**src/rtl/ss_nbit_serial.sv**
```systemverilog
// ss_nbit_serial: bit-serial magnitude comparator, MSB first, one bit per clock.
// Handles unsigned or two's-complement operands; reports A>B (lon), A=B (bang),
// A<B (be), with a single-cycle done pulse.
module ss_nbit_serial #(
  parameter int unsigned W = 8
) (
  input  logic         clk,
  input  logic         rst_n,
  input  logic         E,
  input  logic         start,
  input  logic         signed_mode,
  input  logic [W-1:0] A,
  input  logic [W-1:0] B,
  output logic         busy,
  output logic         done,
  output logic         lon,
  output logic         bang,
  output logic         be
);

  localparam int unsigned IW = (W > 1) ? $clog2(W) : 1;
  localparam logic [IW-1:0] IMAX = IW'(W - 1);

  typedef enum logic [1:0] {
    IDLE,
    COMPARE,
    DONE
  } state_t;

  state_t        state;
  logic [W-1:0]  a_q;
  logic [W-1:0]  b_q;
  logic          sm_q;
  logic [IW-1:0] i;

  logic a_bit;
  logic b_bit;
  logic bits_differ;
  logic a_greater;

  // Decide the outcome of the bit under examination; in signed mode the sign
  // bit inverts the sense, since a set sign bit marks the smaller operand.
  always_comb begin
    a_bit       = a_q[i];
    b_bit       = b_q[i];
    bits_differ = a_bit ^ b_bit;
    if (sm_q && (i == IMAX)) begin
      a_greater = ~a_bit;
    end else begin
      a_greater = a_bit;
    end
  end

  // Control FSM with registered status and result outputs.
  always_ff @(posedge clk) begin
    if (!rst_n) begin
      state <= IDLE;
      a_q   <= '0;
      b_q   <= '0;
      sm_q  <= 1'b0;
      i     <= IMAX;
      busy  <= 1'b0;
      done  <= 1'b0;
      lon   <= 1'b0;
      bang  <= 1'b0;
      be    <= 1'b0;
    end else begin
      case (state)
        IDLE: begin
          done <= 1'b0;
          if (start && E) begin
            a_q   <= A;
            b_q   <= B;
            sm_q  <= signed_mode;
            i     <= IMAX;
            lon   <= 1'b0;
            bang  <= 1'b0;
            be    <= 1'b0;
            busy  <= 1'b1;
            state <= COMPARE;
          end
        end
        COMPARE: begin
          if (!E) begin
            lon   <= 1'b0;
            bang  <= 1'b0;
            be    <= 1'b0;
            busy  <= 1'b0;
            done  <= 1'b0;
            state <= IDLE;
          end else if (bits_differ) begin
            lon   <= a_greater;
            be    <= ~a_greater;
            done  <= 1'b1;
            state <= DONE;
          end else if (i == '0) begin
            bang  <= 1'b1;
            done  <= 1'b1;
            state <= DONE;
          end else begin
            i <= i - 1'b1;
          end
        end
        DONE: begin
          // Results are held; E and start have no effect here.
          done  <= 1'b0;
          busy  <= 1'b0;
          i     <= IMAX;
          state <= IDLE;
        end
        default: begin
          state <= IDLE;
          busy  <= 1'b0;
          done  <= 1'b0;
        end
      endcase
    end
  end

endmodule

```
**config.mk**
```make
export PLATFORM = sky130hd
export DESIGN_NAME = ss_nbit_serial
export DESIGN_NICKNAME = d
export VERILOG_FILES = /design/src/rtl/ss_nbit_serial.sv
export SDC_FILE = /design/constraint.sdc
export NUM_CORES = 1
export LEC_CHECK = 0
export ABC_AREA = 1
export CORE_ASPECT_RATIO = 0.5
export CORE_MARGIN = 4
export CORE_UTILIZATION = 38
export DETAILED_ROUTE_END_ITERATION = 10
export GPL_TIMING_DRIVEN = 0
export HOLD_SLACK_MARGIN = 0.15
export PLACE_DENSITY = 0.69
export SLEW_MARGIN = 30
export SYNTH_ARGS = -nofsm -noshare
export SYNTH_HDL_FRONTEND = slang
export SYNTH_SLANG_ARGS = --single-unit
```
**constraint.sdc**
```tcl
create_clock -name clk -period 2.6 [get_ports clk]
set_input_delay 0.52 -clock clk [delete_from_list [all_inputs] [get_ports clk]]
set_output_delay 0.52 -clock clk [all_outputs]
set_load 0.01 [all_outputs]
```
After elaboration in Yosys (flattened, before gate mapping)
Index checks and enable logic that the tools add are counted.
{ "classes": {"add_sub_neg": 1, "order_cmp": 1, "eq_ne": 12, "n_mux": 30, "n_bitwise": 3, "n_reduce_logical": 14} }
{ "op_table": {"columns": ["operator", "count"], "rows": [
  ["1-bit 2-to-1 mux", 14],
  ["3-bit 2-to-1 mux", 4],
  ["2-bit inequality test (second input constant)", 5],
  ["3-bit inequality test (second input constant)", 3],
  ["3-bit case mux with 3 select lines", 1],
  ["2-bit 2-to-1 mux", 4],
  ["1-bit case mux with 2 select lines", 4],
  ["1-bit binary-select mux with 3-bit select", 2],
  ["2-bit AND reduction", 3],
  ["3-bit AND reduction", 2],
  ["5-bit AND reduction", 1],
  ["3-bit by 4-bit less-than comparator with 1-bit output (second input constant)", 1],
  ["4-bit inequality test (second input constant)", 1],
  ["2-bit case mux with 2 select lines", 1],
  ["4-bit AND reduction", 1],
  ["2-bit nonzero test", 2],
  ["3-bit == test (second input constant)", 1],
  ["3-bit logical NOT", 1],
  ["3-bit nonzero test", 1],
  ["3-bit by 1-bit subtractor with 3-bit output (second input constant)", 1],
  ["2-bit by 1-bit == test with 1-bit output (second input constant)", 1],
  ["2-bit == test (second input constant)", 1],
  ["1-bit logical AND", 2],
  ["2-bit logical NOT", 1],
  ["2 further kinds", 3]
]} }
{ "totals": {"reg_bits": 27, "in_bits": 21, "output_inout_bits": 5, "word_cells": 71} }

Depth between registers and ports, before layout
{ "logic_depth": {"depth_word": 8, "ltp_mapped": 12, "depth_no_buf": 12} }

Worst setup path before layout
No wires, ideal clock.
{ "synth_timing": {"kind": "reg-to-reg", "startpoint": "register i[1]", "endpoint": "register i[1]", "setup_time_ps": 132, "t_arrival_ps": 1276, "required_time_ps": 2468, "path_slack_ps": 1192, "path_stages_with_launch": 10, "n_path_buf": 0, "period_less_slack_ps": 1408, "cell_sequence": "dfxtp_1 -> inv_2 -> ha_1 -> nand2_1 -> and3_1 -> nand3_2 -> nand2_2 -> nand2_2 -> nand2_1 -> nand3_1"} }
{ "synth_via": {"elab_chain_len": 5, "elab_cells_between_ends": 14, "cone_classes": "1 x add/sub; 2 x eq/ne; 8 x mux; 1 x bitwise; 2 x reduce/logical"} }
{ "synth_rtl": {"columns": ["element", "line_no", "rtl"], "rows": [
  ["start: declaration", "34", "logic [IW-1:0] i;"],
  ["start signal: assignment", "101", "i <= i - 1'b1;"],
  ["3-bit by 1-bit subtractor with 3-bit output (tied with other cells)", "101", null],
  ["3-bit 2-to-1 mux (tied with other cells)", "96", "end else if (i == '0) begin"],
  ["3-bit 2-to-1 mux or 1-bit XOR (tied branches)", "91, 46", null],
  ["3-bit 2-to-1 mux or 2-bit inequality test (tied branches)", null, null],
  ["3-bit case mux with 3 select lines or 5-bit AND reduction (tied branches)", null, null]
]} }
Several ways; a longest one is shown, not always the timed one. The select of a mux whose other input is x is not followed.
A chain may end at the register's enable or synchronous reset.

Worst setup path after layout
{ "layout_timing": {"startpoint": "input E", "endpoint": "register a_q[3]"} }
{ "layout_via": {"elab_chain_len": 2} }
{ "layout_rtl": {"columns": ["element", "line_no", "rtl"], "rows": [
  ["start: declaration", "9", "input logic E,"],
  ["1-bit logical AND", "71", "if (start && E) begin"],
  ["2-bit AND reduction (no line)", null, null],
  ["end signal: assignment", "58", "a_q <= '0;"],
  ["end signal: assignment", "72", "a_q <= A;"],
  ["end: declaration", "31", "logic [W-1:0] a_q;"]
]} }
Every way passes these cells.

==> impl_results.md <==
- Outcome: complete, no violations
- Count leader, synth: nand2_1
- Simple-gate area share of the yosys netlist: 31.9%
- Vias in the first global route: 1158
- Synthesized area: 0.00138 sq mm
- Worst-path cell chain: clkdlybuf4s50_1 -> nand2_1 -> nor3_2 -> inv_2 -> clkbuf_1 -> a21oi_1
- Pwr dens: 553 mW/mm^2
- Async set or reset register ratio after synthesis: 0%
- Register area share after synthesis: 39.2%
- Biggest fanout along the worst timing path: 10
- Fin Setup TNS: 0 ns
- Number of synthesized flops with an enable pin: 0
- CTS tree: built
- Vias per inst: 4.63
- Chip Width: 93.2 microns
- Later-pin clock latency in the skew report: 0.28 ns
- Clock buffer depth: 2
- R2R Setup Slk: 0.90 ns
- Area Overhead vs Synth: 26.0%
- Placed insts: 272
- Worst-Margin Slew: 0.489 ns
- Post-CTS Hold Buffers: 0
- Max-Cap Viols: 0
- DIE AREA: 0.00472 sq mm
- Clock slew at reported path FFs: 0.10 ns
- Mean cell area of the mapped netlist: 7.04 sq um
- Grt ovf: 0
- Critical Path End Type: flip-flop
- Hold Path Class: flip-flop to flip-flop
- Final Non-Filler Cells: 276
- Placer Congestion: 0.839
- Pin count of the biggest net entering global routing: 15
- Share of layout cells above drive strength 1: 14.2%
- Final #Nets: 250
- Floorplan row count: 15
- Max Fclk: 0.580 GHz
- Logic gate share of total power: 26.4%
- Core area: 0.00345 sq mm
- Cells after synthesis: 196
- Mux share of post-synthesis cell area: 0%
- Top FF cell, synth: dfxtp_1
- Num CTS Buffers: 3
- Drt wl/cell: 11.2 microns
- Post-synthesis compound-gate area fraction: 15.2%
- CP max stage delay: 0.51 ns
- Static leakage: 0.772 nW
- CP arrival: 1.94 ns
- Number of routed nets with antenna violations: 0
- Clock Power Share: 26.0%
- Yosys cell types: 23
- Initial Util: 40.0%
- Top cells by instance count after synthesis: nand2_1, dfxtp_1, nand3_1
- Vias: 1277
- # H-tree levels: 1
- CP top delay family: buffers and inverters
- CP Class: input pin to flip-flop
- #FFs+latches synth: 27
- Crit path buf inv count: 3
- GRT Overall Usage: 14.4%
- Largest family of logic cells by synthesized area: simple AND/OR/NAND/NOR gates
- # DRC: 0
- Post-synthesis xor/xnor area fraction: 0.635%
- CP max stage cell: clkdlybuf4s50_1
- Fill cell count: 361
- Final hold violations: 0
- Final core utilization: 50.4%
- TritonCTS Sinks: 27
- Initial antenna violation count: 0
- Part of the power in registers: 47.6%
- Critical path startpoint category: input pin
- Post-Synth Adder-Cell Area: 2.72%
- Final Skew: 0.00530 ns
- CTS Root Buffer Type: clkbuf_8
- DRT Pass-1 Iters: 5
- Final setup margin: 0.874 ns
- Sw Ratio: 31.2%
- Period utilisation layout: 66.4%
- Final HPWL DP: 2320 microns
- Final setup vio count: 0
- Hold path cells: 2
- Slew headroom: 67.4%
- Antenna diodes: 0
- Syn_nets: 220
- Area leader, netlist: dfxtp_1
- Min Clock Period, post-route: 1.73 ns
- Synth warn: 0
- Setup bufs post-CTS: 0
- Setup slack at placement: 0.547 ns
- I/O Pins: 26
- Initial drt markers: 93
- Port Buffer Count: 25
- Psw: 0.300 mW
- CTS resizes: 0
- RSZ-0062 raised after global routing: false
- Synth top area share: 39.2%
- P_int: 0.661 mW
- R2r worst-path depth: 9
- Pins Over Slew Limit: 0
- Worst vdd ir: 0.169 mV
- Worst Path Required: 2.82 ns
- First-pass GRT wire length: 5370 microns
- Routed WL: 3100 microns
- Die Ht: 50.6 microns
- Largest cells by area after synthesis: dfxtp_1, nand2_1, nand3_1
- Critical path depth in cells: 6
flip-flops by register name, summed over array words and instances, names as in the netlist:
| register | flops |
|---|---|
| a_q | 8 |
| b_q | 8 |
| i | 3 |
| state | 2 |
| bang | 1 |
| be | 1 |
| busy | 1 |
| done | 1 |
| lon | 1 |
| sm_q | 1 |
stage by stage:
| step | total power [mW] | cell area, sq um | hold slack (ns) |
|---|---|---|---|
| after floorplan | 0.642 | 1380 | 0.424 |
| after global routing | 1.02 | 1740 | 0.483 |
| after detailed placement | 0.719 | 1690 | 0.440 |
| final | 0.961 | 1740 | 0.452 |
| after global placement | 0.714 | 1690 | 0.434 |
| after CTS | 0.966 | 1740 | 0.454 |
layout make-up:
class	instances	area, sq um	area share [%]
buffer	7	37.5	2.16
clock buffer	4	45.0	2.59
inverter	28	105	6.04
multi-input combinational	134	697	40.1
sequential	27	541	31.1
tap	51	63.8	3.67
timing repair buffer	25	250	14.4
power by group through the flow:
stage               Combinational (mW)  Clock (mW)  Sequential (mW)
finish                           0.254       0.250            0.457
floorplan                        0.176           0            0.466
CTS                              0.255       0.253            0.458
global route                     0.288       0.273            0.461
detailed placement               0.252           0            0.467
global placement                 0.248           0            0.467
worst min-delay path: stages (launching register included):
cell and delay [ns]:
dfxtp_1 0.32, inv_1 0.04, a21oi_1 0.05
final timing paths:
kind,start,endpoint
worst min register to register,bang$_SDFFE_PN0P_,bang$_SDFFE_PN0P_
worst max-delay path,E,a_q[3]$_SDFFE_PN0P_
worst min-delay path,bang$_SDFFE_PN0P_,bang$_SDFFE_PN0P_
worst max register to register,i[1]$_SDFFE_PN1P_,i[1]$_SDFFE_PN1P_
layer usage:
metal  global-route usage, %  vias up  wire length (microns)
li1                        -      690                      -
met1                    20.3      555                   1630
met2                    21.4       28                   1300
met3                    3.59        4                    122
met4                    4.38        0                     47
met5                       0        -                      0
placed cells by master (no fill, tap or decap), types with 2 or more instances in the layout:
cell             netlist  layout
inv_1                 20      20
clkdlybuf4s50_1        0      25
o21ai_0                3       3
nand3_2                5       5
nand2_1               42      42
ha_1                   3       3
a21oi_1               19      19
buf_2                  3       3
nand2_2                7       7
nand3_1               22      22
dfxtp_1               27      27
nand4_1                2       2
clkbuf_1               3       4
clkbuf_8               0       3
nor2_1                 8       8
o21ai_1               16      16
inv_2                  8       8
kinds of logic after synthesis:
logic type	Yosys count
AOI/OAI and AO/OA	40
buffers and inverters	35
xor gates and xnor gates	1
adders and majority gates	3
and+or+nand+nor	90
DFF	27
Note: power is estimated with default switching activity, not from simulation.
==> RTL change (same settings) <==
Register the inputs `E`, `start`, `signed_mode`, `A` and `B` before use. The logic sees them one clock later. Comments in the files are not updated.
--- a/src/rtl/ss_nbit_serial.sv
+++ b/src/rtl/ss_nbit_serial.sv
@@ -26,6 +26,20 @@
     COMPARE,
     DONE
   } state_t;
+
+  logic E_q;
+  logic start_q;
+  logic signed_mode_q;
+  logic [W-1:0] A_q;
+  logic [W-1:0] B_q;
+
+  always_ff @(posedge clk) begin
+    E_q           <= E;
+    start_q       <= start;
+    signed_mode_q <= signed_mode;
+    A_q           <= A;
+    B_q           <= B;
+  end
 
   state_t        state;
   logic [W-1:0]  a_q;
@@ -68,10 +82,10 @@
       case (state)
         IDLE: begin
           done <= 1'b0;
-          if (start && E) begin
-            a_q   <= A;
-            b_q   <= B;
-            sm_q  <= signed_mode;
+          if (start_q && E_q) begin
+            a_q   <= A_q;
+            b_q   <= B_q;
+            sm_q  <= signed_mode_q;
             i     <= IMAX;
             lon   <= 1'b0;
             bang  <= 1'b0;
@@ -81,7 +95,7 @@
           end
         end
         COMPARE: begin
-          if (!E) begin
+          if (!E_q) begin
             lon   <= 1'b0;
             bang  <= 1'b0;
             be    <= 1'b0;
Behaviour: not the same (Yosys sat finds a counterexample within 4 cycles, from zero or initial values and one cycle with rst_n low).
==> RTL change against the original RTL <==
  * Clock power increased by 71%
  * Sequential cell count increased by 19
  * Sequential share of layout area increased by 11 points
  * Design area increased by 25%
  * Worst setup slack improved by 0.028 ns
  * Synthesized area increased by 27%
  * Non-clock buffer count decreased by 1
  * First-iteration DRC count decreased by 47%
  * Wire length increased by 11%
  * Combinational power increased by 5%
  * Worst hold slack improved by 0.0038 ns
  * Total power increased by 53%
  * Utilization decreased by 1.3 points
  * Global-route usage decreased by 2.1 points
==> RTL change: results (changes against the original RTL) <==
Outcome - finished, final reports clean (unchanged)
Worst Hold Class - register to register (unchanged)
GPL Wtd Cong - 0.851 (was 0.839)
Number of global-route vias before repair - 1244 (was 1158)
Largest cells by area after synthesis - dfxtp_1, nand2_1, nand3_1 (unchanged)
Setup TNS - 0 ns (unchanged)
Placed insts - 303 (was 272)
Synthesis warning total - 0 (unchanged)
Setup repair bufs after CTS - 0 (unchanged)
Layout cells sized above 1 - 10.2% (was 14.2%)
Clock Latency Late Sink - 0.30 ns (was 0.28 ns)
GR Util All Layers - 12.3% (was 14.4%)
Async S/R FF share, synth - 0% (unchanged)
CTS root buffer - clkbuf_8 (unchanged)
Dpl cell area - 2080 um^2 (was 1690 um^2)
IO buf count - 25 (unchanged)
Ys flop type - dfxtp_1 (unchanged)
Net Sw Power - 0.417 mW (was 0.300 mW)
Max Root-Sink Buffers - 2 (unchanged)
Critical path peak fanout - 2 (was 10)
Initial antenna violation count - 0 (unchanged)
WL final - 3450 um (was 3100 um)
Final HPWL DP - 2580 um (was 2320 um)
Synth cell types - 21 (was 23)
CTS buffer count - 5 (was 3)
Post-synthesis sequential area ratio - 52.3% (was 39.2%)
Final Skew - 0.00486 ns (was 0.00530 ns)
Post-Synthesis Cells - 221 (was 196)
CP arrival - 1.18 ns (was 1.94 ns)
Post-synth EDFFs - 0 (unchanged)
DR pass1 iterations - 4 (was 5)
Static leakage - 0.985 nW (was 0.772 nW)
DRT iter0 DRCs - 49 (was 93)
Routed len/inst - 11.1 um (was 11.2 um)
Clock transition at path regs - 0.08 ns (was 0.10 ns)
Crit path max-delay family - buffers and inverters (unchanged)
Cts repair resizes - 0 (unchanged)
Largest net degree at the start of global routing - 16 (was 15)
ANT cells - 0 (unchanged)
Vias after detailed routing - 1462 (was 1277)
Synth top cells by count - nand2_1, dfxtp_1, inv_1, nand3_1, a21oi_1 (was nand2_1, dfxtp_1, nand3_1, inv_1, a21oi_1)
Worst-Margin Slew - 0.473 ns (was 0.489 ns)
CP max stage cell - clkdlybuf4s50_1 (unchanged)
Nets - 277 (was 250)
Pre-CTS setup slack - 0.814 ns (was 0.547 ns)
Syn Nets - 245 (was 220)
First-pass GRT wire length - 5730 um (was 5370 um)
H-tree Lvls - 2 (was 1)
CP peak stage delay - 0.54 ns (was 0.51 ns)
Worst VDD drop - 0.224 mV (was 0.169 mV)
-- RTL change: area by class of cell --
cell class	instances	area (um^2)
plain buffers	6	35.0
clock buffers	5	68.8
clock inverters	3	21.3
fillers	437	2250
inverters	30	113
multi-input cells	139	691
flip-flops and latches	46	921
well taps	57	71.3
repair buffers	25	250
-- RTL change: power by group through the flow --
stage / clock network, mW / logic, mW / registers (mW)
2_1_floorplan: 0 / 0.184 / 0.786
3_3_place_gp: 0 / 0.260 / 0.788
3_5_place_dp: 0 / 0.267 / 0.789
4_1_cts: 0.441 / 0.269 / 0.773
5_1_grt: 0.480 / 0.301 / 0.778
6_report: 0.428 / 0.267 / 0.773
-- RTL change: final timing paths --
path,start,to,slack (ns),depth (start not counted)
hold / removal,a_q[1],a_q[1],0.46,2
setup reg to reg,i[1],i[2],0.91,8
hold reg to reg,a_q[1],a_q[1],0.46,2
setup / recovery,lon,lon,0.90,1
-- RTL change: metrics by stage --
stage	hold slack [ns]	total power [mW]	utilization [%]
after floorplan	0.429	0.970	-
after global placement	0.441	1.05	47.0
after detailed placement	0.448	1.06	47.0
after CTS	0.461	1.48	49.1
after global routing	0.477	1.56	49.1
final	0.456	1.47	49.1
-- RTL change: cell families after synthesis --
group	count (synthesis)	share of synthesized area, %
flip-flops	46	52.3
AND/OR/NAND/NOR	93	24.9
adder cells (fa/ha/maj)	3	2.13
buffers and inverters	36	8.39
AO/OA/AOI/OAI	43	12.2
-- RTL change: metal layers --
metal	track usage [%]	part of all wire (%)
met5	0	0
met4	4.92	1.4
met3	3.59	5.6
met2	18.8	43
met1	16.2	50
